### src/rtl/serial_adder_pkg.sv
// Shared definitions for the bit-serial adder sequencer: FSM state encoding
// and the default operand width.
package serial_adder_pkg;

    localparam int WIDTH_DEF = 8;

    typedef enum logic [1:0] {
        IDLE = 2'd0,
        RUN  = 2'd1,
        DONE = 2'd2
    } state_e;

endpackage

### src/rtl/serial_adder_ctrl_sreg_piso.sv
// Parallel-in serial-out right-shift register; the LSB is presented on sout
// and zeros are shifted in from the top.
module sreg_piso #(
    parameter int WIDTH = 8
) (
    input  logic             clk,
    input  logic             rst_n,
    input  logic             load,
    input  logic             shift,
    input  logic [WIDTH-1:0] din,
    output logic             sout
);

    logic [WIDTH-1:0] sr_q;
    logic [WIDTH-1:0] sr_d;

    // A logical shift keeps the WIDTH=1 case legal without a part-select.
    always_comb begin
        sr_d = sr_q;
        if (load) begin
            sr_d = din;
        end else if (shift) begin
            sr_d = sr_q >> 1;
        end
    end

    always_ff @(posedge clk or negedge rst_n) begin
        if (!rst_n) begin
            sr_q <= '0;
        end else begin
            sr_q <= sr_d;
        end
    end

    assign sout = sr_q[0];

endmodule

### src/rtl/serial_adder_ctrl.sv
// WIDTH-bit ripple-in-time adder: streams operand bits LSB first through an
// external 1-bit full-adder cell and gathers the sum with a start/done handshake.
module serial_adder_ctrl
    import serial_adder_pkg::*;
#(
    parameter int WIDTH = WIDTH_DEF
) (
    input  logic             clk,
    input  logic             rst_n,
    input  logic             start,
    input  logic [WIDTH-1:0] op_a,
    input  logic [WIDTH-1:0] op_b,
    input  logic             cin,
    output logic             fa_a,
    output logic             fa_b,
    output logic             fa_cin,
    input  logic             fa_sum,
    input  logic             fa_cout,
    output logic             busy,
    output logic             done,
    output logic [WIDTH-1:0] sum,
    output logic             cout
);

    localparam int CNT_W = $clog2(WIDTH + 1);
    localparam logic [CNT_W-1:0] LAST_BIT = CNT_W'(WIDTH - 1);

    state_e           state_q, state_d;
    logic [CNT_W-1:0] count_q, count_d;
    logic             carry_q, carry_d;
    logic [WIDTH-1:0] sum_q,   sum_d;
    logic             busy_q,  busy_d;
    logic             done_q,  done_d;

    logic             op_load;
    logic             op_shift;
    logic             a_bit;
    logic             b_bit;

    sreg_piso #(.WIDTH(WIDTH)) u_a_sr (
        .clk   (clk),
        .rst_n (rst_n),
        .load  (op_load),
        .shift (op_shift),
        .din   (op_a),
        .sout  (a_bit)
    );

    sreg_piso #(.WIDTH(WIDTH)) u_b_sr (
        .clk   (clk),
        .rst_n (rst_n),
        .load  (op_load),
        .shift (op_shift),
        .din   (op_b),
        .sout  (b_bit)
    );

    always_comb begin
        state_d  = state_q;
        count_d  = count_q;
        carry_d  = carry_q;
        sum_d    = sum_q;
        busy_d   = busy_q;
        done_d   = 1'b0;
        op_load  = 1'b0;
        op_shift = 1'b0;

        case (state_q)
            IDLE: begin
                if (start) begin
                    op_load = 1'b1;
                    carry_d = cin;
                    count_d = '0;
                    busy_d  = 1'b1;
                    state_d = RUN;
                end
            end

            RUN: begin
                // Sum bits enter at the MSB so bit 0 lands in place after WIDTH shifts.
                op_shift = 1'b1;
                sum_d    = (sum_q >> 1) | (WIDTH'(fa_sum) << (WIDTH - 1));
                carry_d  = fa_cout;
                count_d  = count_q + CNT_W'(1);
                if (count_q == LAST_BIT) begin
                    done_d  = 1'b1;
                    state_d = DONE;
                end
            end

            DONE: begin
                busy_d  = 1'b0;
                state_d = IDLE;
            end

            default: begin
                busy_d  = 1'b0;
                state_d = IDLE;
            end
        endcase
    end

    always_ff @(posedge clk or negedge rst_n) begin
        if (!rst_n) begin
            state_q <= IDLE;
            count_q <= '0;
            carry_q <= 1'b0;
            sum_q   <= '0;
            busy_q  <= 1'b0;
            done_q  <= 1'b0;
        end else begin
            state_q <= state_d;
            count_q <= count_d;
            carry_q <= carry_d;
            sum_q   <= sum_d;
            busy_q  <= busy_d;
            done_q  <= done_d;
        end
    end

    // The cell only sees live operands while RUN; elsewhere it idles at zero.
    assign fa_a   = (state_q == RUN) && a_bit;
    assign fa_b   = (state_q == RUN) && b_bit;
    assign fa_cin = (state_q == RUN) && carry_q;

    assign busy = busy_q;
    assign done = done_q;
    assign sum  = sum_q;
    assign cout = carry_q;

endmodule

### config.mk
export PLATFORM = sky130hd
export DESIGN_NAME = serial_adder_ctrl
export DESIGN_NICKNAME = d
export VERILOG_FILES = /design/src/rtl/serial_adder_pkg.sv /design/src/rtl/serial_adder_ctrl_sreg_piso.sv /design/src/rtl/serial_adder_ctrl.sv
export SDC_FILE = /design/constraint.sdc
export NUM_CORES = 1
export LEC_CHECK = 0
export ABC_CLOCK_PERIOD_IN_PS = 1350
export CAP_MARGIN = 40
export CORE_ASPECT_RATIO = 1.2
export CORE_MARGIN = 3
export CORE_UTILIZATION = 34
export CTS_BUF_LIST = sky130_fd_sc_hd__clkbuf_16
export DETAILED_ROUTE_END_ITERATION = 8
export GPL_TIMING_DRIVEN = 0
export PLACE_DENSITY_LB_ADDON = 0.08
export SYNTH_ARGS = -nofsm -noshare
export SYNTH_HDL_FRONTEND = slang
export SYNTH_SLANG_ARGS = --single-unit
### constraint.sdc
create_clock -name clk -period 1.35 [get_ports clk]
set_input_delay 0.135 -clock clk [delete_from_list [all_inputs] [get_ports clk]]
set_output_delay 0.135 -clock clk [all_outputs]
set_load 0.005 [all_outputs]
==> impl_metrics.csv <==
group,metric,value,unit
run_status,outcome,"finished with violations",
run_status,violations_in_the_final_reports,"negative setup slack",
synth,post_synth_mux_area_share,0,%
routing,routed-via-count,1246,
routing,wl_per_cell,13.8,um
synth,synth.ff_latch_count,33,
global_routing,grt-ovfl-total,0,
place,placement.io_buffers,35,
layout,drive_above_1_share,13.4,%
synth,synth.largest_area_cell,"dfrtp_1",
place,post-dp-hpwl,2.40,mm
cts,clock_tree.root_cell,"clkbuf_16",
synth,synth_top_area_share,55.0,%
synth,post_synth_and_or_nand_nor_area_fraction,18.3,%
layout,layoutNonFillerInstCount,255,
hold_path,worst_hold_startpoint,"fa_sum",
pwr,power.density_cell_area,2240,mW/mm2
routing,first_pass_iteration_count_of_the_detailed_router,4,
timing,max_slew_violation_count,0,
cts,cts_num_sinks,33,
die,die_width,66.7,um
synth,post_synth_num_cell_types,22,
layout,final-seq-area,827,um2
global_routing,grt.total_usage,15.4,%
setup_path,crit_type,"reg2out",
timing,fin_worst_skew,4.51,ps
die,top_ports,36,
layout,final_nets,224,
setup_path,end_of_the_worst_register_to_register_path,"cout$_DFFE_PN0P_",
synth,mappedNetlistArea,0.00150,mm2
die,starting_density_of_the_core,36.7,%
cts,clock_tree.buffer_depth,2,
synth,post_synthesis_share_of_cell_area_spent_on_full_adders_half_adders_and_majority_gates,0.833,%
setup_path,crit_path_start_kind,"flip-flop",
pwr,irDropWorstVdd,1.04,mV
timing,finalHoldViolCount,0,
synth,synth_xor_area_share,0,%
setup_path,critical_path.reg2reg.startpoint,"state_q[0]$_DFFE_PN0P_",
layout,diodes,0,
synth,synth_cells,155,
layout,postLayoutCellArea,0.00209,mm2
timing,finalSetupViolations,3,
synth,synth_nets,178,
routing,postRouteWirelength,3.52,mm
timing,layout_worst_path_cycle_share,101,%
setup_path,reg2regPathDepth,5,
setup_path,cp.required,1220,ps
die,placeableCoreArea,0.00410,mm2
global_routing,antenna_violations_before_repair,0,
timing,fmaxAchievable,730,MHz
cts,tritoncts.num_buffers,5,
timing,post-route-min-period,1370,ps
hold_path,worstHoldPathType,"in2reg",
cts,clk-insertion-delay-late,270,ps
die,die_h,78.8,um
setup_path,cp.arrival,1230,ps
die,rows,25,
layout,multi_input_area,597,um2
layout,final_core_util,51.0,%
hold_path,hold-path-cell-count,3,
global_routing,grt_start_max_net_pins,34,
timing,rsz0062_at_grt,"true",
routing,vias_per_cell,4.89,
place,gp_routability_congestion,0.758,
synth,synth_warnings,0,
layout,synthToLayoutAreaGrowth,39.0,%
global_routing,first_global_vias,1284,
setup_path,endpoint_kind,"output port",
place,placed_cell_area,0.00192,mm2
synth,post_synth_main_area_contributors,"dfrtp_1 (55%), nand2_1 (9.0%), a22oi_1 (7.5%), o21ai_1 (6.0%), nor2b_1 (4.6%)",
die,fp.dieArea,0.00526,mm2
cts,tritoncts_clock_tree,"done",
timing,worst_pin_slew,743,ps
cts,clk_pin_slew_worst_paths,50,ps
hold_path,hold_end,"sum[7]$_DFFE_PN0P_",
setup_path,critical_path_peak_fanout,3,
routing,detailedRoute.firstIterationViolations,77,
synth,seq_area_frac_synth,55.0,%
synth,postSynthAreaPerCell,9.69,um2
cts,ctsHtreeMaxLevel,2,
global_routing,grt_first_pass_wirelength,6.13,mm
routing,antenna_violating_nets_post_route,0,
setup_path,reg2reg_setup_slack,110,ps
job,cap_violations,0,
synth,synth-compound-area-share,20.2,%
routing,drc_errors,0,
synth,synth_top_family_by_area,"compound AO/OA/AOI/OAI gates",
place,place_inst,244,
timing,max_slew_headroom,50.5,%
pwr,leakage_power,0.000931,uW
timing,post-route-worst-setup-slack,-19.9,ps
layout,fillers,396,
==> logic make-up (layout without fill, tap and decap cells) <==
| group | Yosys count | count (layout) |
|---|---|---|
| compound gates | 48 | 48 |
| fa+ha+maj | 1 | 1 |
| buf+inv | 13 | 59 |
| flops | 33 | 33 |
| simple gates | 60 | 60 |
==> sequential cells by signal (all words and copies together) (netlist names) <==
name,count
busy,1
state_q,2
u_a_sr.sr_q,8
cout,1
count_q,4
u_b_sr.sr_q,8
done,1
sum,8
==> area by class of cell <==
class / count / share of cell area [%]
Tap cell: 54 / 3.24
Multi-Input combinational cell: 109 / 28.6
Sequential cell: 33 / 39.6
Buffer: 9 / 3.00
Inverter: 2 / 0.359
Clock buffer: 5 / 5.99
Clock inverter: 2 / 0.359
Timing Repair Buffer: 41 / 18.9
==> repair_timing <==
action	4_1_cts	5_1_grt
pin swaps	2	0
endpoints found under the setup margin	3	13
buffers inserted	5	0
endpoints found under the hold margin	33	0
hold buffers	1	0
gates resized for setup	12	7
==> worst max-delay path by stage <==
stage / from / end / slack, ps
finish: state_q[0]$_DFFE_PN0P_ / fa_a / -20
global route: state_q[0]$_DFFE_PN0P_ / fa_a / -60
CTS: state_q[0]$_DFFE_PN0P_ / fa_b / -120
detailed placement: state_q[0]$_DFFE_PN0P_ / fa_a / -220
global placement: rst_n / busy$_DFFE_PN0P_ / -560
floorplan: state_q[0]$_DFFE_PN0P_ / cout$_DFFE_PN0P_ / 290
==> worst max-delay path, stage by stage, from the launching register on <==
cell     delay (ps)
dfrtp_2         400
and2b_1         190
buf_6           120
and2_4          140
buf_6           110
==> per-stage QoR <==
stage / TNS [ps] / power, uW / setup WS (ps) / hold slack, ps
after floorplan: 0 / 2780 / 286 / -161
after global placement: -19380 / 3500 / -559 / 457
after detailed placement: -1310 / 3570 / -216 / 250
after CTS: -212 / 4710 / -117 / 395
after global routing: -140 / 5060 / -56.8 / 420
final: -29.2 / 4680 / -19.9 / 400
==> cell usage in the layout (no fill, tap or decap) <==
cell             synthesis  final
a21oi_1                 11     11
a22o_1                   1      1
a22oi_1                 15     15
a32o_1                   1      1
and2_1                   3      1
and2_4                   0      2
and2b_1                  1      1
buf_2                    5      7
buf_4                    4      6
buf_6                    2      5
clkbuf_16                0      5
clkdlybuf4s50_1          0     31
clkinv_1                 0      1
dfrtp_1                 33     32
dfrtp_2                  0      1
dlygate4sd3_1            0      1
ha_1                     1      1
inv_1                    2      3
nand2_1                 36     36
nand2b_1                 1      1
nand3_1                  2      2
nor2_1                   3      3
nor2b_1                 11     11
nor3_1                   2      2
nor3b_1                  1      1
o21ai_1                 18     18
o21bai_4                 1      1
o311ai_1                 1      1
==> cells in the mapped netlist <==
cell	count
and2_1	3
o21bai_4	1
nor2b_1	11
and2b_1	1
nor3_1	2
a32o_1	1
buf_6	2
ha_1	1
dfrtp_1	33
nor2_1	3
o21ai_1	18
nand3_1	2
a22oi_1	15
nor3b_1	1
inv_1	2
buf_4	4
a22o_1	1
nand2b_1	1
o311ai_1	1
buf_2	5
a21oi_1	11
nand2_1	36
==> power breakdown <==
group / internal (uW) / total [uW] / switching, uW
clock: 657 / 1020 / 366
sequential: 1400 / 1680 / 283
combinational: 1050 / 1970 / 922
==> metal layers <==
layer / track usage, % / wire [um] / vias up
met4: 6.71 / 41 / 0
met5: 0 / 0 / -
li1: - / - / 619
met1: 19.5 / 1580 / 591
met2: 25.0 / 1710 / 32
met3: 3.39 / 191 / 4
(Power assumes the default switching activity.)
